`src/rtl/nts_engine_scheduler_pkg.sv`:
```
// Shared types and constants for the engine scheduler: FSM encoding, counter widths
// and the saturating increment used by the abort statistic.
package nts_engine_scheduler_pkg;

    typedef enum logic [2:0] {
        ST_IDLE       = 3'd0,
        ST_SELECT     = 3'd1,
        ST_FORWARD    = 3'd2,
        ST_RELEASE    = 3'd3,
        ST_WAIT_CLEAR = 3'd4
    } sched_state_e;

    localparam int TIMEOUT_DEFAULT = 255;
    localparam int TMO_CTR_W       = 8;
    localparam int FWD_CNT_W       = 32;
    localparam int TMO_CNT_W       = 16;

    function automatic logic [TMO_CNT_W-1:0] sat_inc16(input logic [TMO_CNT_W-1:0] v);
        return (v == 16'hFFFF) ? v : v + 16'd1;
    endfunction

endpackage

```
`src/rtl/nts_rr_select.sv`:
```
// Rotating-priority search: returns the first requesting index at or after ptr_i,
// wrapping modulo N.
module nts_rr_select
    import nts_engine_scheduler_pkg::*;
#(
    parameter int N     = 4,
    parameter int IDX_W = 2
) (
    input  logic [N-1:0]     req_i,
    input  logic [IDX_W-1:0] ptr_i,
    output logic             found_o,
    output logic [IDX_W-1:0] index_o
);

    logic [IDX_W:0]   cand_s;
    logic [IDX_W-1:0] idx_s;

    // Walk from the pointer; the first hit wins, later hits are masked by found_o.
    always_comb begin
        found_o = 1'b0;
        index_o = '0;
        cand_s  = '0;
        idx_s   = '0;
        for (int i = 0; i < N; i++) begin
            cand_s = {1'b0, ptr_i} + (IDX_W+1)'(i);
            if (cand_s >= (IDX_W+1)'(N)) begin
                cand_s = cand_s - (IDX_W+1)'(N);
            end else begin
                cand_s = cand_s;
            end
            idx_s = cand_s[IDX_W-1:0];
            if (!found_o && req_i[idx_s]) begin
                found_o = 1'b1;
                index_o = idx_s;
            end else begin
                found_o = found_o;
            end
        end
    end

endmodule

```
`src/rtl/nts_engine_scheduler.sv`:
```
// Shares one upstream packet dispatcher among ENGINES engines: round-robin pick of an idle
// engine, per-packet routing of the FIFO read port, then release of the packet upstream.
module nts_engine_scheduler
    import nts_engine_scheduler_pkg::*;
#(
    parameter int ENGINES        = 4,
    parameter int ENGINE_IDX_W   = 2,
    parameter int TIMEOUT_CYCLES = TIMEOUT_DEFAULT
) (
    input  logic                    i_clk,
    input  logic                    i_areset,
    input  logic                    i_dispatch_packet_available,
    output logic                    o_dispatch_packet_read_discard,
    input  logic [7:0]              i_dispatch_data_valid,
    input  logic                    i_dispatch_fifo_empty,
    output logic                    o_dispatch_fifo_rd_en,
    input  logic [63:0]             i_dispatch_fifo_rd_data,
    input  logic [ENGINES-1:0]      i_engine_busy,
    output logic [ENGINES-1:0]      o_engine_packet_available,
    output logic [ENGINES-1:0]      o_engine_fifo_empty,
    input  logic [ENGINES-1:0]      i_engine_fifo_rd_en,
    output logic [7:0]              o_engine_data_valid,
    output logic [63:0]             o_engine_fifo_rd_data,
    output logic [ENGINE_IDX_W-1:0] o_grant,
    output logic                    o_busy,
    output logic [FWD_CNT_W-1:0]    o_packets_forwarded,
    output logic [TMO_CNT_W-1:0]    o_timeouts
);

    localparam logic [TMO_CTR_W-1:0] TMO_LIMIT = TMO_CTR_W'(TIMEOUT_CYCLES);

    sched_state_e              state_q, state_d;
    logic [ENGINE_IDX_W-1:0]   ptr_q, ptr_d;
    logic [ENGINE_IDX_W-1:0]   grant_q, grant_d;
    logic [TMO_CTR_W-1:0]      tmo_ctr_q, tmo_ctr_d;
    logic [FWD_CNT_W-1:0]      fwd_cnt_q, fwd_cnt_d;
    logic [TMO_CNT_W-1:0]      tmo_cnt_q, tmo_cnt_d;

    logic                      sel_found_s;
    logic [ENGINE_IDX_W-1:0]   sel_idx_s;
    logic                      fwd_s;
    logic                      engine_done_s;
    logic [TMO_CTR_W-1:0]      tmo_next_s;
    logic [ENGINE_IDX_W-1:0]   grant_next_s;

    nts_rr_select #(
        .N     (ENGINES),
        .IDX_W (ENGINE_IDX_W)
    ) u_rr_select (
        .req_i   (~i_engine_busy),
        .ptr_i   (ptr_q),
        .found_o (sel_found_s),
        .index_o (sel_idx_s)
    );

    assign fwd_s         = (state_q == ST_FORWARD);
    assign engine_done_s = i_engine_busy[grant_q] & i_dispatch_fifo_empty;
    assign tmo_next_s    = tmo_ctr_q + 8'd1;
    assign grant_next_s  = (grant_q == ENGINE_IDX_W'(ENGINES - 1)) ? '0
                                                                   : grant_q + ENGINE_IDX_W'(1);

    // State and statistics registers; async reset lands every output at its idle value.
    always_ff @(posedge i_clk or posedge i_areset) begin
        if (i_areset) begin
            state_q   <= ST_IDLE;
            ptr_q     <= '0;
            grant_q   <= '0;
            tmo_ctr_q <= '0;
            fwd_cnt_q <= '0;
            tmo_cnt_q <= '0;
        end else begin
            state_q   <= state_d;
            ptr_q     <= ptr_d;
            grant_q   <= grant_d;
            tmo_ctr_q <= tmo_ctr_d;
            fwd_cnt_q <= fwd_cnt_d;
            tmo_cnt_q <= tmo_cnt_d;
        end
    end

    // Next-state logic; a completed hand-over takes priority over any abort cause.
    always_comb begin
        state_d   = state_q;
        ptr_d     = ptr_q;
        grant_d   = grant_q;
        tmo_ctr_d = tmo_ctr_q;
        fwd_cnt_d = fwd_cnt_q;
        tmo_cnt_d = tmo_cnt_q;
        case (state_q)
            ST_IDLE: begin
                if (i_dispatch_packet_available && !i_dispatch_fifo_empty) begin
                    state_d = ST_SELECT;
                end else begin
                    state_d = ST_IDLE;
                end
            end
            ST_SELECT: begin
                if (sel_found_s) begin
                    grant_d   = sel_idx_s;
                    tmo_ctr_d = '0;
                    state_d   = ST_FORWARD;
                end else begin
                    state_d = ST_SELECT;
                end
            end
            ST_FORWARD: begin
                tmo_ctr_d = tmo_next_s;
                if (engine_done_s) begin
                    fwd_cnt_d = fwd_cnt_q + 32'd1;
                    state_d   = ST_RELEASE;
                end else if (!i_dispatch_packet_available || (tmo_next_s == TMO_LIMIT)) begin
                    tmo_cnt_d = sat_inc16(tmo_cnt_q);
                    state_d   = ST_RELEASE;
                end else begin
                    state_d = ST_FORWARD;
                end
            end
            ST_RELEASE: begin
                ptr_d   = grant_next_s;
                state_d = ST_WAIT_CLEAR;
            end
            ST_WAIT_CLEAR: begin
                // Upstream must deassert before we look again, or the same packet is taken twice.
                if (!i_dispatch_packet_available) begin
                    state_d = ST_IDLE;
                end else begin
                    state_d = ST_WAIT_CLEAR;
                end
            end
            default: begin
                state_d = ST_IDLE;
            end
        endcase
    end

    // Route the dispatcher handshake to the granted engine only; others see an empty FIFO.
    always_comb begin
        o_engine_packet_available = '0;
        o_engine_fifo_empty       = '1;
        for (int e = 0; e < ENGINES; e++) begin
            o_engine_packet_available[e] = fwd_s && (grant_q == ENGINE_IDX_W'(e))
                                           && i_dispatch_packet_available;
            o_engine_fifo_empty[e]       = !(fwd_s && (grant_q == ENGINE_IDX_W'(e)))
                                           || i_dispatch_fifo_empty;
        end
    end

    assign o_dispatch_fifo_rd_en          = fwd_s & i_engine_fifo_rd_en[grant_q] & ~i_dispatch_fifo_empty;
    assign o_dispatch_packet_read_discard = (state_q == ST_RELEASE);
    assign o_engine_data_valid            = i_dispatch_data_valid;
    assign o_engine_fifo_rd_data          = i_dispatch_fifo_rd_data;
    assign o_grant                        = grant_q;
    assign o_busy                         = (state_q != ST_IDLE);
    assign o_packets_forwarded            = fwd_cnt_q;
    assign o_timeouts                     = tmo_cnt_q;

endmodule
```
`config.mk`:
```
export PLATFORM = sky130hd
export DESIGN_NAME = nts_engine_scheduler
export DESIGN_NICKNAME = d
export VERILOG_FILES = /design/src/rtl/nts_engine_scheduler_pkg.sv /design/src/rtl/nts_rr_select.sv /design/src/rtl/nts_engine_scheduler.sv
export SDC_FILE = /design/constraint.sdc
export NUM_CORES = 1
export LEC_CHECK = 0
export BUFFER_PORTS_ARGS = -buffer_cell sky130_fd_sc_hd__buf_2
export CAP_MARGIN = 20
export CORE_ASPECT_RATIO = 0.8
export CORE_MARGIN = 2
export CORE_UTILIZATION = 30
export CTS_BUF_LIST = sky130_fd_sc_hd__clkbuf_16
export DETAILED_ROUTE_END_ITERATION = 7
export HOLD_SLACK_MARGIN = 0.12
export PLACE_DENSITY = 0.63
export SLEW_MARGIN = 20
export SYNTH_ARGS = -nofsm -noshare
export SYNTH_HDL_FRONTEND = slang
export SYNTH_SLANG_ARGS = --single-unit
```
`constraint.sdc`:
```
create_clock -name i_clk -period 4.6 [get_ports i_clk]
set_input_delay 0.46 -clock i_clk [delete_from_list [all_inputs] [get_ports i_clk]]
set_output_delay 0.46 -clock i_clk [all_outputs]
set_load 0.005 [all_outputs]
```
### After elaboration in Yosys (flattened, before gate mapping)

Cells that the tools add are included.

* add/subtract/negate cells: 11
* order comparisons: 9
* equal/unequal tests: 10
* multiplexer cells: 33
* bitwise gates (word level): 7
* reductions and logical operators: 34

Operators by type and width (number)
* adder 32 x 1 -> 32 bit (second input constant): 1
* two-way mux 2 bit: 10
* adder 16 x 1 -> 16 bit (second input constant): 1
* equality test 16 bit (second input constant): 1
* case mux 8 bit (2 select lines): 1
* less-than comparator 2 x 3 -> 1 bit (second input constant): 5
* case mux 3 bit (5 select lines): 1
* two-way mux 1 bit: 13
* binary-select mux 1 bit (select 2 bit): 6
* logical AND 1 bit: 12
* >= comparator 3 bit (second input constant): 3
* zero test 1 bit: 9
* adder 8 x 1 -> 8 bit (second input constant): 1
* equality test 8 bit (second input constant): 1
* two-way mux 8 bit: 1
* subtractor 2 x 1 -> 2 bit (second input constant): 4
* adder 2 x 2 -> 3 bit (second input constant): 2
* equality test 3 x 2 -> 1 bit (second input constant): 2
* AND reduction 2 bit: 3
* logical OR 1 bit: 5
* equality test 2 bit (second input constant): 2
* NOT 4 bit: 1
* AND reduction 4 bit: 1
* adder 2 x 1 -> 3 bit (second input constant): 1
* 13 further kinds: 17

* register bits after elaboration: 63
* bits of input ports: 84
* output and inout port bits: 133
* logic and storage cells: 110

### Logic depth before layout (Yosys ltp)

* word-level depth: 16
* gate-level depth with buffers: 9
* mapped depth without buffers: 7

### Modules after synthesis

From an unflattened synthesis, not the netlist that was laid out.

* cell total of the unflattened synthesis: 394
* area, all modules: 3956.3 um^2

By module, submodules not included
* nts_engine_scheduler: instances 1, cells an instance 379, area each 3878.7 um^2, sequential area each 1576.5 um^2
* nts_rr_select: instances 1, cells an instance 15, area each 77.6 um^2, sequential area each 0.0 um^2

### Worst setup path after synthesis

OpenSTA, ideal clock, no wires.

* kind: reg2reg
* start point: reg tmo_ctr_q[0]
* end point: reg tmo_cnt_q[12], in the netlist o_timeouts[12]
* setup time: 0.128 ns
* arrival: 2.148 ns
* required time: 4.472 ns
* setup slack: 2.325 ns
* cell stages (with the launch flop): 8
* path buffers: 0
* clock period less this slack: 2.275 ns
* cell sequence: dfrtp_1 ha_1 and3_1 and3_4 xnor2_1 o41a_4 nor4_1 mux2_1

* cells in the longest elaborated chain, start to end: 4

Ends and longest elaborated chain
* start: declaration: RTL line nts_engine_scheduler.sv:35 `logic [TMO_CTR_W-1:0] tmo_ctr_q, tmo_ctr_d;`
* start signal: assignment: RTL line nts_engine_scheduler.sv:75 `tmo_ctr_q <= tmo_ctr_d;`
* adder 8 x 1 -> 8 bit: RTL line nts_engine_scheduler.sv:58 `assign tmo_next_s = tmo_ctr_q + 8'd1;`
* equality test 8 bit: RTL line nts_engine_scheduler.sv:111 `end else if (!i_dispatch_packet_available || (tmo_next_s == TMO_LIMIT)) begin`
* logical OR 1 bit: RTL line nts_engine_scheduler.sv:111
* AND reduction 4 bit (no source line)
* end signal: assignment: RTL line nts_engine_scheduler.sv:77 `tmo_cnt_q <= tmo_cnt_d;`
* end: declaration: RTL line nts_engine_scheduler.sv:37 `logic [TMO_CNT_W-1:0] tmo_cnt_q, tmo_cnt_d;`

No other way between the ends.
A chain may end at the register's enable or synchronous reset.

### Worst setup path after layout

* start point: reg state_q[0]
* end point: reg fwd_cnt_q[31], in the netlist o_packets_forwarded[31]

* cells in the longest elaborated chain, start to end: 2

Ends and longest elaborated chain
* start: declaration: RTL line nts_engine_scheduler.sv:32 `sched_state_e state_q, state_d;`
* start signal: assignment: RTL line nts_engine_scheduler.sv:72 `state_q <= state_d;`
* equality test 3 x 2 -> 1 bit: RTL line nts_engine_scheduler.sv:89 `case (state_q)`
* AND reduction 2 bit (no source line)
* end signal: assignment: RTL line nts_engine_scheduler.sv:76 `fwd_cnt_q <= fwd_cnt_d;`
* end: declaration: RTL line nts_engine_scheduler.sv:36 `logic [FWD_CNT_W-1:0] fwd_cnt_q, fwd_cnt_d;`

No other way between the ends.

==> key figures <==
Setup path
  • CP delay by family, top: simple AND/OR/NAND/NOR gates
  • Cell Chain, Critical Path: nor3b_2 > and3_1 > and3_1 > nand3_2 > nor3_1 > xor2_1
  • WP buf/inv: 0
  • CP Max Fanout: 11
  • Worst R2R End: o_packets_forwarded[31]
  • Most used cell, CP: and3_1
  • Crit. End Element: flip-flop
  • Kind of critical path: flip-flop to flip-flop
  • Reg2Reg Setup Slack: 1.98 ns
  • Worst path arrival time: about 2.9 ns
  • FF-to-FF path depth: 6
  • Worst setup path startpoint: state_q[0]
  • Reg2reg start: state_q[0]
  • Startpoint types: flip-flop
  • Worst path slowest cell: nor3b_2
  • CP max stage delay: 0.59 ns
  • Critical Path RT: 4.85 ns

Power and ir drop
  • Lkg Pwr: around 2.0 nW
  • Gate power share: 0.224
  • Switching share of power: 0.313
  • Total Power: 1.76 mW
  • Seq pwr share: 0.421
  • Sw Pwr: 552 µW
  • Peak supply drop: about 0.17 mV
  • PwrDens: 432 mW/mm²
  • Cell-internal power: 1.21 mW
  • Clock Power Share: 0.355

Floorplan
  • Io pins: 217
  • Die Y: 105 µm
  • Die ar.: 0.0137 mm²
  • Die W: 130 µm
  • Cell Rows: 36
  • Starting Density: 0.311
  • Placeable Area: 0.0123 mm²

Worst hold path
  • Tightest Hold Check Type: input pin to asynchronous set/reset pin

CTS
  • Cts bufs inserted: 9
  • Clock slew at reported path FFs: 0.05 ns
  • # clock sinks: 63
  • CTS max path bufs: 2
  • CTS resizes: 0
  • H-tree Lvls: 3
  • Hold buffers post-CTS: 0
  • Clk Latency, worst-skew pair: 0.32 ns
  • Post CTS Setup Buffer Count: 0
  • Root buf cell: clkbuf_16
  • CTS tree: done

Synth
  • Post-synth top area share: 0.413
  • Sequential area share after synthesis: 0.413
  • Yosys cell types: between 40 and 50
  • Most used flip-flop cell after synthesis: dfrtp_1
  • Cell Area, Synth: 0.00382 mm²
  • Synth top area cells: dfrtp_1 (41%), buf_4 (14%), xnor2_1 (6.4%), xor2_1 (4.8%), nand2_1 (3.3%)
  • Synth area leader: dfrtp_1
  • Syn Nets: 478
  • Post-Syn Area per Cell: 9.90 µm²
  • Number of synthesized flops with an enable pin: 0
  • Yosys Warn Count: 0
  • Async set-reset flop share out of synthesis: 1.00
  • Syn Inst Count: just under 400
  • Yosys reg bits: 63

Drt
  • Post-DRT Antenna Nets: 0
  • Post-Route WL: 7730 µm
  • Total iterations of the first detailed-routing run: 5
  • DRC viols: 0
  • Vias: around 2,600
  • DR vias/cell: approximately 4.7
  • Routed len/inst: 13.8 µm
  • Initial drt markers: 112

Cells and area
  • Register area: 0.00158 mm²
  • Layout area overhead: 6.78%
  • Multi-input logic area: 0.00160 mm²
  • Final-stage net count: between 400 and 500
  • Inserted Diodes: 0
  • Fraction of layout cells with a size suffix above 1: 0.272
  • Fillers: 1,298
  • Core Util, Final: 0.332

Timing
  • Slew margin rel.: 0.465
  • Worst Skew: around 0.0072 ns
  • Period minus WS final: 2.62 ns
  • Final slew viol count: 0
  • Setup TNS: 0 ns
  • Worst-Margin Slew: roughly 0.8 ns
  • RSZ-0062 raised after global routing: false
  • F_max: 382 MHz
  • Setup violators final: 0
  • Post-route clock period utilization: 0.570
  • Final hold vios: 0

Outcome
  • Status: finished clean

Global route
  • Largest net degree at the start of global routing: 64
  • First-pass GRT wire length: 12,900 µm
  • Vias in the first global route: 2,521
  • GRT Util Overall: 0.119
  • GRT Residual Overflow: 0
  • Initial antenna violation count: 0

Placement
  • Port bufs: 72
  • DP HPWL: 5700 µm
  • GPL Wtd Cong: 0.811

Flow run
  • Max-cap viol count: 0
## routing by layer
metal,track usage,wire length [µm],share of wire,up-vias
met4,0.0445,172,0.022,0
met3,0.0471,590,0.076,33
met1,0.157,3640,0.47,1252
met2,0.176,3330,0.43,97
met5,0,0,0,-
li1,-,-,-,1245
## registers in the layout, summed over array words and instances (netlist names)
signal	flops
tmo_ctr_q	8
o_packets_forwarded	32
ptr_q	2
state_q	3
o_timeouts	16
o_grant	2
## cell families after synthesis
group / Yosys count / synth area share
xor gates and xnor gates: 49 / 0.112
DFF: 63 / 0.413
AOI/OAI and AO/OA: 29 / 0.0472
and+or+nand+nor: 133 / 0.204
buffers and inverters: 96 / 0.169
muxes: 8 / 0.0291
adders and majority gates: 8 / 0.0262
## cell usage after synthesis, drive strengths merged, types with 4 or more instances
| library cell | count |
|---|---|
| xor2 | 21 |
| and4 | 6 |
| nor3 | 5 |
| a21oi | 4 |
| dfrtp | 63 |
| and3 | 13 |
| xnor2 | 28 |
| nor4 | 7 |
| nand2 | 34 |
| ha | 8 |
| inv | 14 |
| nor2 | 21 |
| clkbuf | 6 |
| nand3 | 21 |
| nand4 | 10 |
| buf | 76 |
| mux2 | 5 |
| o21ai | 17 |
## cells in the final DEF (no fill, tap or decap), drive strengths merged, types with 10 or more instances in the layout
| cell type | count |
|---|---|
| nand3 | 21 |
| xnor2 | 28 |
| nand4 | 10 |
| nor2 | 21 |
| o21ai | 17 |
| nand2 | 34 |
| and3 | 13 |
| xor2 | 21 |
| inv | 14 |
| buf | 73 |
| dfrtp | 63 |
## how the worst max path moves through the flow
stage                                   end  slack [ns]  depth (start not counted)
floorplan                    o_timeouts[12]        2.32                          7
global placement    o_packets_forwarded[17]        1.74                          6
detailed placement  o_packets_forwarded[31]        1.54                          6
CTS                 o_packets_forwarded[31]        1.54                          6
global route        o_packets_forwarded[31]        1.68                          6
finish              o_packets_forwarded[31]        1.98                          6
## final cells by class
cell class	count	area share
multi-input cells	227	0.393
flip-flops and latches	63	0.387
repair buffers	73	0.0902
clock buffers	9	0.0552
well taps	171	0.0525
inverters	14	0.0129
clock inverters	3	0.00951
## power groups by stage
stage	clock [mW]	sequential, mW	combinational [mW]
2_1_floorplan	0	0.722	0.331
3_3_place_gp	0	0.740	0.393
3_5_place_dp	0	0.748	0.401
4_1_cts	0.650	0.740	0.402
5_1_grt	0.663	0.762	0.456
6_report	0.626	0.742	0.395
## worst min-delay path, stage by stage
cell	delay (ns)
buf_2	0.10
inv_2	0.03
buf_4	0.62
## metrics by stage
| stage | cell area [µm²] | hold WS [ns] | setup WS [ns] | instances |
|---|---|---|---|---|
| after global routing | 4080 | 0.443 | 1.68 | 560 |
| after global placement | 3810 | 0.465 | 1.74 | 548 |
| final | 4080 | 0.379 | 1.98 | 560 |
| after detailed placement | 3810 | 0.458 | 1.54 | 548 |
| after CTS | 4070 | 0.413 | 1.54 | 560 |
| after floorplan | 3820 | 0.450 | 2.32 | 386 |
No activity file was read; power rests on OpenSTA's default activity.
